## src/rtl/clkfreq_meter.sv

```systemverilog
// Multi-channel clock frequency meter: resynchronises Gray-coded prescaled counters and accumulates
// their advance over a gate window of clk cycles. Defining CLKFREQ_METER_ALARM_EN adds the sticky low-frequency alarm.
module clkfreq_meter #(
    parameter int NCH       = 4,
    parameter int CW        = 8,
    parameter int FW        = 32,
`ifdef CLKFREQ_METER_ALARM_EN
    parameter int ALARM_MIN = 16,
`endif
    parameter int GW        = 24
) (
    input  logic                clk,
    input  logic                rstn,
    input  logic [NCH*CW-1:0]   cnt_gray,
    input  logic                enable,
    input  logic [GW-1:0]       gate,
`ifdef CLKFREQ_METER_ALARM_EN
    input  logic                alarm_clr,
    output logic [NCH-1:0]      alarm,
`endif
    output logic [NCH*FW-1:0]   freq_cnt,
    output logic                valid,
    output logic                busy,
    output logic [NCH-1:0]      ovf
);

    typedef enum logic [1:0] {IDLE, ARM, RUN} state_t;

    state_t                 state;
    logic [NCH-1:0][CW-1:0] sync1, sync2, bin, prev, delta;
    logic [NCH-1:0][FW-1:0] acc, acc_next;
    logic [NCH-1:0]         acc_sat, carry;
    logic [GW-1:0]          gcnt;
    logic                   start_ok, last;
`ifdef CLKFREQ_METER_ALARM_EN
    logic [NCH-1:0]         low;
`endif

    assign start_ok = enable && (gate != '0);
    assign last     = (gcnt == GW'(1));

    // NOTE: every combinational output gets a default first, so no path can leave it unassigned (no latch).
    always_comb begin
        bin      = '0;
        delta    = '0;
        acc_next = '0;
        carry    = '0;
        for (int i = 0; i < NCH; i++) begin
            // Binary bit b of a Gray word is the parity of Gray bits b and above.
            for (int b = 0; b < CW; b++) begin
                bin[i][b] = ^(sync2[i] >> b);
            end
            delta[i] = bin[i] - prev[i];
            {carry[i], acc_next[i]} = {1'b0, acc[i]} + {{(FW + 1 - CW){1'b0}}, delta[i]};
            if (carry[i]) begin
                acc_next[i] = '1;
            end
        end
    end

`ifdef CLKFREQ_METER_ALARM_EN
    always_comb begin
        low = '0;
        for (int i = 0; i < NCH; i++) begin
            low[i] = (acc_next[i] < FW'(ALARM_MIN));
        end
    end
`endif

    // NOTE: sequential state uses non-blocking assignments only; the combinational block above uses blocking.
    always_ff @(posedge clk) begin
        if (!rstn) begin
            // NOTE: the synchroniser and prev flops are reset like any other state so the first deltas are defined.
            state    <= IDLE;
            sync1    <= '0;
            sync2    <= '0;
            prev     <= '0;
            acc      <= '0;
            acc_sat  <= '0;
            gcnt     <= '0;
            freq_cnt <= '0;
            ovf      <= '0;
            valid    <= 1'b0;
            busy     <= 1'b0;
`ifdef CLKFREQ_METER_ALARM_EN
            alarm    <= '0;
`endif
        end else begin
            sync1 <= cnt_gray;
            sync2 <= sync1;
            prev  <= bin;
            valid <= 1'b0;
`ifdef CLKFREQ_METER_ALARM_EN
            if (alarm_clr) begin
                alarm <= '0;
            end
`endif
            unique case (state)
                IDLE: begin
                    acc     <= '0;
                    acc_sat <= '0;
                    if (start_ok) begin
                        state <= ARM;
                        busy  <= 1'b1;
                    end
                end
                ARM: begin
                    acc     <= '0;
                    acc_sat <= '0;
                    gcnt    <= gate;
                    state   <= RUN;
                end
                RUN: begin
                    if (last) begin
                        freq_cnt <= acc_next;
                        ovf      <= acc_sat | carry;
                        valid    <= 1'b1;
`ifdef CLKFREQ_METER_ALARM_EN
                        alarm    <= (alarm_clr ? '0 : alarm) | low;
`endif
                        // Next window starts on the following cycle without an ARM step.
                        acc      <= '0;
                        acc_sat  <= '0;
                        gcnt     <= gate;
                        if (!start_ok) begin
                            state <= IDLE;
                            busy  <= 1'b0;
                        end
                    end else if (!enable) begin
                        state   <= IDLE;
                        busy    <= 1'b0;
                        acc     <= '0;
                        acc_sat <= '0;
                    end else begin
                        acc     <= acc_next;
                        acc_sat <= acc_sat | carry;
                        gcnt    <= gcnt - GW'(1);
                    end
                end
                default: begin
                    state <= IDLE;
                    busy  <= 1'b0;
                end
            endcase
        end
    end

endmodule
```

## config.mk

```make
export PLATFORM = sky130hd
export DESIGN_NAME = clkfreq_meter
export DESIGN_NICKNAME = d
export VERILOG_FILES = /design/src/rtl/clkfreq_meter.sv
export SDC_FILE = /design/constraint.sdc
export NUM_CORES = 1
export LEC_CHECK = 0
export CAP_MARGIN = 10
export CORE_ASPECT_RATIO = 1.5
export CORE_MARGIN = 3
export CORE_UTILIZATION = 45
export CTS_BUF_LIST = sky130_fd_sc_hd__clkbuf_4 sky130_fd_sc_hd__clkbuf_8 sky130_fd_sc_hd__clkbuf_16
export CTS_CLUSTER_DIAMETER = 100
export DETAILED_ROUTE_END_ITERATION = 10
export GPL_TIMING_DRIVEN = 0
export PLACE_DENSITY = 0.65
export SYNTH_ARGS = -nofsm -noshare
export SYNTH_HDL_FRONTEND = slang
export SYNTH_SLANG_ARGS = --single-unit
```

## constraint.sdc

```tcl
create_clock -name clk -period 8.45 [get_ports clk]
set_input_delay 2.535 -clock clk [delete_from_list [all_inputs] [get_ports clk]]
set_output_delay 2.535 -clock clk [all_outputs]
set_load 0.03 [all_outputs]
```

==> reports/results.ini, run 1 <==
[run_status]
status = finished, final reports clean

[layout]
final_util = 0.556
fin_cells = 3183
num-nets-final = 2720
final_cell_mix = 388 x dfxtp_1, 249 x o21ai_0, 231 x a21oi_1, 206 x nand2_1, 191 x clkdlybuf4s50_1
final_common_cell = dfxtp_1
drive_gt1_frac = 0.0573
diodes = 0
nFillCells = 3988
area_delta_synth_final_pct = 20.7

[route]
firstDrtPassIters = 8
totalWireLength_mm = 77.3
avgRoutedWirePerCell_microns = 24.3
routed_via_density = 6.09
drt_iter0_markers = 1842
ant_nets = 0
drcViolationCount = 0
routed-via-count = 19375

[critical_path]
worstPathRequired_ns = 8.95
r2r_start = sync2[31]
start_kind = register
crit_chain = xnor2_1 -> inv_1 -> xnor2_1 -> xor2_1 -> xor2_1 -> xnor2_1 -> ha_1 -> nor2b_1 -> o21ai_0 -> a21boi_0 -> o21ai_0 -> a21oi_1 -> xnor2_1 -> ha_1 -> o21ai_0 -> o22ai_1 -> o21ai_1 -> clkbuf_1 -> o21ai_0 -> a21boi_0 -> o21a_1
worst-setup-path-type = register to register
crit_start = sync2[31]
slowest_delay_ns = 0.71
critPathCaptureType = register
critPathArrivalTime_ns = 6.59
crit_path_max_fanout = 10
crit_path_top_delay_cell = o21ai_1

[yosys]
ys.flop_type = dfxtp_1
synth_seq_area_share = 0.397
ys_seq_elements = 388
ys_types = 82
yosysWarnings = 0
synth_edf_count = 0
synth_area_leaders = dfxtp_1 40%, o21ai_0 6.4%, a21oi_1 5.9%
synth_fp_nets = 2487
async_flop_share = 0
yosys.area.top_type_share = 0.397
netlist_instances = 2358
syn_area_sq_um = 19600
yosys.area.top_type = dfxtp_1
avgSynthCellArea_sq_um = 8.29

[cts]
cts_buffers = 40
postCtsHoldBufs = 0
htree_levels = 2
root_buffer = clkbuf_16
post_cts_resized = 0
cts_tree = yes
post_cts_buffers = 0
path_clk_slew_ns = 0.06
cts_buffer_depth = 3
clkLatencyLatePin_ns = 0.56
cts.sinks = 388

[timing]
tns_ns = 0
clock_skew_ns = 0.0269
period_needed_ns = 6.09
worstMarginPinSlew_ns = 1.33
setup_slack_ns = 2.36
relSlewSlack = 0.111
period_share = 0.721
setup_viol = 0
hold_viol = 0
max_freq_mhz = 164
rsz0062_at_grt = no
drv_slew = 0

[grt]
overflow = 0
antenna_found_initial = 1
grt_pass1_vias = 18398
grt_max_degree = 15
track_usage = 0.324
grt_pass1_wl_mm = 113

[floorplanning]
rows = 92
core_area_sq_um = 42500
initial_utilization = 0.460
io_pins = 193
dieHeight_microns = 261
dieArea_sq_um = 46000
die_w_microns = 176

[placed_design]
port_buffers = 191
pre_cts_ws_ns = 2.44
hpwlAfterDp_mm = 57.6
gp_congestion = 1.00
dp_cells = 3113

[run]
drv_cap = 0

[pwr]
power_density_nw_per_um2 = 203
ir_worst_vdd_mv = 0.186
p_leak_nw = 8.47

[hold_path]
min_path_type = register to register
hp-start = sync1[23]

stage by stage:
step / power [W] / cell area (sq um) / hold slack, ns
4_1_cts: 0.00480 / 23600 / 0.436
3_5_place_dp: 0.00286 / 22200 / 0.419
3_3_place_gp: 0.00284 / 22200 / 0.414
6_report: 0.00478 / 23600 / 0.433
5_1_grt: 0.00497 / 23600 / 0.448
2_1_floorplan: 0.00260 / 19600 / 0.412
layer usage:
layer | global-route usage | vias to the layer above | share of wire | wire (microns)
met4 | 0.212 | 0 | 0.078 | 6070
met5 | 0 | - | 0 | 0
li1 | - | 8981 | - | -
met2 | 0.555 | 914 | 0.48 | 36900
met3 | 0.0435 | 269 | 0.069 | 5380
met1 | 0.379 | 9211 | 0.37 | 29000
kinds of logic after synthesis:
family          count (synthesis)  synth area share
compound gates                783             0.244
xor+xnor                      130            0.0619
fa+ha+maj                      70            0.0479
buf+inv                       224            0.0459
flops                         388             0.397
mux                             4           0.00205
simple gates                  759             0.201
power by group:
part | internal (W) | total [W] | switching (W)
registers | 0.00187 | 0.00190 | 0.0000264
clock network | 0.00117 | 0.00195 | 0.000779
logic | 0.000365 | 0.000934 | 0.000569
registers in the layout, summed over array words and instances, names as in the netlist:
register	count
acc	128
freq_cnt	128
prev	32
sync1	32
sync2	32
gcnt	24
acc_sat	4
ovf	4
state	2
busy	1
valid	1
final cells by class:
| cell class | count | area (sq um) | area share |
|---|---|---|---|
| timing repair buffer | 191 | 1910 | 0.0810 |
| inverter | 75 | 282 | 0.0119 |
| buffer | 149 | 616 | 0.0261 |
| clock buffer | 55 | 1190 | 0.0505 |
| tap | 564 | 706 | 0.0299 |
| sequential | 388 | 7770 | 0.329 |
| clock inverter | 15 | 239 | 0.0101 |
| multi-input combinational | 1746 | 10900 | 0.461 |
final timing paths:
path / slack (ns) / endpoint / cells past startpoint
worst min-delay path: 0.43 / sync2[23] / 1
worst max register to register: 2.36 / acc[113] / 21
worst max-delay path: 2.36 / acc[113] / 21
worst min register to register: 0.43 / sync2[23] / 1
synth_stat cells (all sizes together) (18+ instances only):
cell type	count
o21ai	251
nand3	59
o211ai	22
a21o	28
nor4	32
a31oi	42
inv	74
clkbuf	105
a22oi	38
dfxtp	388
nand4	37
a211oi	21
nor3	73
or3	18
nor2b	20
nand2	207
a21oi	231
xor2	47
xnor2	78
ha	62
buf	44
and2	94
nor2	154
worst max-delay path: cells and delay by family (launching register included):
| family | cells | cell delay [ns] |
|---|---|---|
| fa+ha+maj | 2 | 0.56 |
| compound gates | 10 | 2.84 |
| buf+inv | 2 | 0.64 |
| xor+xnor | 6 | 1.61 |
| simple gates | 1 | 0.05 |
| flops | 1 | 0.34 |
Note: power is estimated with default switching activity, not from simulation.
==> run 2: changes to the inputs <==
clock period = 6.4 ns   (was 8.45 ns; I/O delays follow)
==> reports/results.ini, run 2 (same netlist as run 1, synthesis figures left out) <==
[timing]
rsz0062_at_grt = no
setup_viol = 0  ; unchanged
max_freq_mhz = 171  ; +3.9%
setup_slack_ns = 0.538  ; -1.82 ns
period_needed_ns = 5.86  ; -0.231 ns
clock_skew_ns = 0.0261  ; -0.000846 ns
worstMarginPinSlew_ns = 1.29  ; -0.0433 ns
period_share = 0.916  ; +0.195
hold_viol = 0  ; unchanged
tns_ns = 0  ; unchanged
drv_slew = 0  ; unchanged
relSlewSlack = 0.140  ; +0.0289

[grt]
antenna_found_initial = 1  ; unchanged
overflow = 0  ; unchanged
grtUsageMet3 = 0.0435  ; unchanged
busiest_layer = met2
grt_max_degree = 15  ; unchanged
grt_pass1_vias = 18398  ; unchanged
gr-usage-met2 = 0.555  ; unchanged
grt_pass1_wl_mm = 113  ; unchanged
track_usage = 0.324  ; unchanged
grt_util_met1 = 0.379  ; unchanged

[route]
totalWireLength_mm = 77.3  ; -0.11%
drt_iter0_markers = 1881  ; +2.1%
firstDrtPassIters = 6  ; -2
avgRoutedWirePerCell_microns = 24.3  ; -0.11%
drcViolationCount = 0  ; unchanged
ant_nets = 0  ; unchanged
routed-via-count = 19348  ; -0.14%
routed_via_density = 6.08  ; -0.14%

[layout]
num-nets-final = 2720  ; unchanged
area_delta_synth_final_pct = 20.7  ; about the same
largestRegisters = acc: 128 flops, freq_cnt: 128 flops
drive_gt1_frac = 0.0580  ; +0.000764
diodes = 0  ; unchanged
final_common_cell = dfxtp_1
fin_cells = 3183  ; unchanged
final_cell_mix = 388 x dfxtp_1, 249 x o21ai_0, 231 x a21oi_1, 206 x nand2_1, 191 x clkdlybuf4s50_1

[hold_path]
min_path_type = register to register

[cts]
root_buffer = clkbuf_16
cts.sinks = 388  ; unchanged
cts_buffer_depth = 3  ; unchanged
postCtsHoldBufs = 0  ; unchanged
cts_buffers = 40  ; unchanged
htree_levels = 2  ; unchanged
cts_tree = yes
path_clk_slew_ns = 0.06  ; about the same
clkLatencyLatePin_ns = 0.56  ; about the same

[critical_path]
critPathCaptureType = register
worst-setup-path-type = register to register
crit_path_max_fanout = 10  ; unchanged
worstPathRequired_ns = 6.90  ; -2.05 ns
start_kind = register
critPathArrivalTime_ns = 6.36  ; -0.23 ns

[floorplanning]
io_pins = 193  ; unchanged
initial_utilization = 0.460  ; unchanged
dieArea_sq_um = 46000  ; unchanged
core_area_sq_um = 42500  ; unchanged
die_w_microns = 176  ; unchanged
rows = 92  ; unchanged
dieHeight_microns = 261  ; unchanged

[placed_design]
dp_cells = 3113  ; unchanged
gp_congestion = 1.00  ; unchanged
port_buffers = 191  ; unchanged
pre_cts_ws_ns = 0.387  ; -2.05 ns
hpwlAfterDp_mm = 57.6  ; unchanged

[pwr]
power_density_nw_per_um2 = 268  ; +32%
p_leak_nw = 8.47  ; about the same
ir_worst_vdd_mv = 0.250  ; +35%

[run]
drv_cap = 0  ; unchanged

[run_status]
status = finished, final reports clean

run 2: area by class of cell:
cell class / count / area, sq um
fillers: 3992 / 18900
plain buffers: 149 / 616
flip-flops and latches: 388 / 7770
inverters: 75 / 282
repair buffers: 191 / 1910
clock inverters: 15 / 239
clock buffers: 55 / 1190
well taps: 564 / 706
multi-input cells: 1746 / 10900
run 2: where the power goes:
group	switching [W]	leakage [nW]	internal [W]	total, W
logic	0.000755	4.61	0.000482	0.00124
registers	0.0000347	3.15	0.00247	0.00251
clock network	0.00103	0.715	0.00155	0.00258
total	0.00182	8.47	0.00450	0.00633
run 2: path summary, 6_finish.rpt:
check	startpoint	endpoint	slack, ns	depth (start not counted)
max	sync2[31]	acc[113]	0.54	21
min	sync1[1]	sync2[1]	0.43	1
max reg2reg	sync2[31]	acc[113]	0.54	21
min reg2reg	sync1[1]	sync2[1]	0.43	1
run 2: routing by layer:
| layer | part of all wire | wire, microns |
|---|---|---|
| met1 | 0.37 | 28700 |
| met2 | 0.48 | 37000 |
| met3 | 0.072 | 5580 |
| met4 | 0.077 | 5940 |
| met5 | 0 | 0 |
run 2: what timing repair did:
item                       in CTS  in global routing
buffers inserted                0                  0
setup endpoints to repair       0                 17
gates resized for setup         0                  2
run 2: per-stage QoR:
stage          total power [W]  utilization  cell area [sq um]  hold slack, ns
5_1_grt                0.00657        0.556              23600           0.448
4_1_cts                0.00634        0.556              23600           0.436
3_5_place_dp           0.00378        0.522              22200           0.419
2_1_floorplan          0.00344            -              19600           0.412
6_report               0.00633        0.556              23600           0.432
3_3_place_gp           0.00375        0.522              22200           0.414
run 2: worst max-delay path, cell delays in order (launching register included):
cell	delay [ns]
dfxtp_1	0.34
xnor2_1	0.28
inv_1	0.13
xnor2_1	0.29
xor2_1	0.29
xor2_1	0.31
xnor2_1	0.19
ha_1	0.22
nor2b_1	0.05
o21ai_0	0.24
a21boi_0	0.15
o21ai_0	0.22
a21oi_1	0.11
xnor2_1	0.26
ha_1	0.34
o21ai_0	0.56
o22ai_1	0.33
o21ai_2	0.48
clkbuf_1	0.49
o21ai_0	0.14
a21boi_0	0.25
o21a_1	0.13
==> run 3: changes to the inputs <==
REMOVE_ABC_BUFFERS = 1   (was default)
==> reports/results.ini, run 3 (same netlist as run 1, synthesis figures left out) <==
[grt]
track_usage = 0.243  ; -0.0809
antenna_found_initial = 0  ; -1
grt_pass1_wl_mm = 91.6  ; -19%
overflow = 0  ; unchanged
grt_pass1_vias = 17495  ; -4.9%
grt_max_degree = 123  ; +108

[layout]
final_common_cell = dfxtp_1
largestRegisters = acc: 128 flops, freq_cnt: 128 flops
drive_gt1_frac = 0.0577  ; -0.000345
final_cell_mix = 388 x dfxtp_1, 247 x o21ai_0, 231 x a21oi_1, 206 x nand2_1, 191 x clkdlybuf4s50_1
final_util = 0.549  ; -0.00704
finish.instance_area_sq_um = 23300  ; -1.3%
num-nets-final = 2595  ; -4.6%
area_delta_synth_final_pct = 19.2
diodes = 0  ; unchanged

[critical_path]
critPathCaptureType = register
slowest_delay_ns = 0.86  ; +0.30 ns
crit_chain = xor3_1 -> xnor2_1 -> xnor3_1 -> xor2_1 -> xnor2_1 -> ha_1 -> fa_1 -> inv_1 -> a21o_1 -> a21oi_1 -> o21bai_1 -> a21oi_1 -> xnor2_1 -> ha_1 -> nand4_1 -> nor3_1 -> nor2_1 -> o31ai_1 -> nor2b_1 -> a21oi_1
r2r_start = sync2[23]
crit_start = sync2[23]
crit_path_top_delay_cell = nor3_1
critPathTopFamily = XOR/XNOR gates
worstRegToRegCells = 20  ; -4.8%
worstPathRequired_ns = 6.83  ; -0.07 ns
crit_path_max_fanout = 8  ; -2
worst-setup-path-type = register to register
critPathArrivalTime_ns = 6.39  ; +0.03 ns
start_kind = register
path_buf_inv = 1  ; -1
cp_num_cells = 20  ; -4.8%
rrSetupSlack_ns = 0.44  ; -0.10 ns

[hold_path]
min_path_type = register to register
whs_path_depth = 1  ; unchanged
hp-start = sync1[30]

[route]
firstDrtPassIters = 6  ; unchanged
drcViolationCount = 0  ; unchanged
totalWireLength_mm = 57.8  ; -25%
routed_via_density = 5.90  ; -3.0%
routed-via-count = 18051  ; -6.7%
ant_nets = 0  ; unchanged
avgRoutedWirePerCell_microns = 18.9  ; -22%
drt_iter0_markers = 1141  ; -39%

[pwr]
power_density_nw_per_um2 = 261  ; -2.4%
power_w = 0.00610  ; -3.6%
p_leak_nw = 8.31  ; -1.9%
ir_worst_vdd_mv = 0.220  ; -12%

[cts]
clkLatencyLatePin_ns = 0.56  ; about the same
htree_levels = 2  ; unchanged
path_clk_slew_ns = 0.06  ; about the same
cts_tree = yes
cts_buffer_depth = 3  ; unchanged
cts.sinks = 388  ; unchanged
cts_buffers = 40  ; unchanged
root_buffer = clkbuf_16

[run_status]
status = finished, final reports clean

[floorplanning]
io_pins = 193  ; unchanged
die_w_microns = 176  ; unchanged
rows = 92  ; unchanged
dieArea_sq_um = 46000  ; unchanged
initial_utilization = 0.460  ; unchanged
dieHeight_microns = 261  ; unchanged
core_area_sq_um = 42500  ; unchanged

[timing]
period_share = 0.932  ; +0.0158
setup_viol = 0  ; unchanged
relSlewSlack = 0.215  ; +0.0747
rsz0062_at_grt = no
period_needed_ns = 5.96  ; +0.101 ns
hold_viol = 0  ; unchanged
worstMarginPinSlew_ns = 1.17  ; -0.116 ns
drv_slew = 0  ; unchanged
clock_skew_ns = 0.0177  ; -0.00834 ns
max_freq_mhz = 168  ; -1.7%

[placed_design]
hpwlAfterDp_mm = 39.1  ; -32%
place_area_sq_um = 21900  ; -1.1%
port_buffers = 192  ; +0.52%
gp_congestion = 0.894  ; -11%

[run]
drv_cap = 0  ; unchanged

-- run 3: repair_timing --
action	4_1_cts	5_1_grt
setup endpoints to repair	0	61
resized for setup	0	1
setup buffers	0	1
hold buffers	0	0
-- run 3: final cells by class --
cell class              instances  area (sq um)
fillers                      3911         19200
multi-input cells            1748         10900
flip-flops and latches        388          7770
repair buffers                213          2260
clock buffers                  55          1170
well taps                     564           706
inverters                      75           287
clock inverters                17           200
-- run 3: worst register-to-register path, cell delays in order (launching register included) --
cell	delay, ns
dfxtp_1	0.40
xor3_1	0.49
xnor2_1	0.42
xnor3_1	0.33
xor2_1	0.28
xnor2_1	0.19
ha_1	0.21
fa_1	0.22
inv_1	0.05
a21o_1	0.17
a21oi_1	0.22
o21bai_1	0.10
a21oi_1	0.19
xnor2_1	0.09
ha_1	0.40
nand4_1	0.18
nor3_1	0.86
nor2_1	0.35
o31ai_1	0.29
nor2b_1	0.29
a21oi_1	0.11
-- run 3: layer usage --
metal | wire [microns] | part of all wire | vias up | GRT usage
li1 | - | - | 8721 | -
met2 | 28800 | 0.50 | 548 | 0.440
met1 | 23500 | 0.41 | 8642 | 0.285
met3 | 3120 | 0.054 | 140 | 0.0358
met5 | 0 | 0 | - | 0
met4 | 2460 | 0.042 | 0 | 0.104
-- run 3: stage by stage --
stage	worst slack, ns	hold slack [ns]	TNS (ns)	instances
finish	0.437	0.430	0	3060
global route	0.0124	0.447	0	3060
CTS	0.290	0.431	0	3057
detailed placement	0.315	0.417	0	2985
global placement	-8.27	0.413	-1661.93	2965
floorplan	1.27	0.412	0	2209
-- run 3: path summary, 6_finish.rpt --
check	to
min	sync2[30]
min reg2reg	sync2[30]
max	freq_cnt[93]
max reg2reg	freq_cnt[93]
-- run 3: where the power goes --
group / leakage, nW / switching (W) / internal, W / total (W)
Clock: 0.683 / 0.000996 / 0.00144 / 0.00244
Combinational: 4.48 / 0.000665 / 0.000481 / 0.00115
Sequential: 3.15 / 0.0000343 / 0.00247 / 0.00251
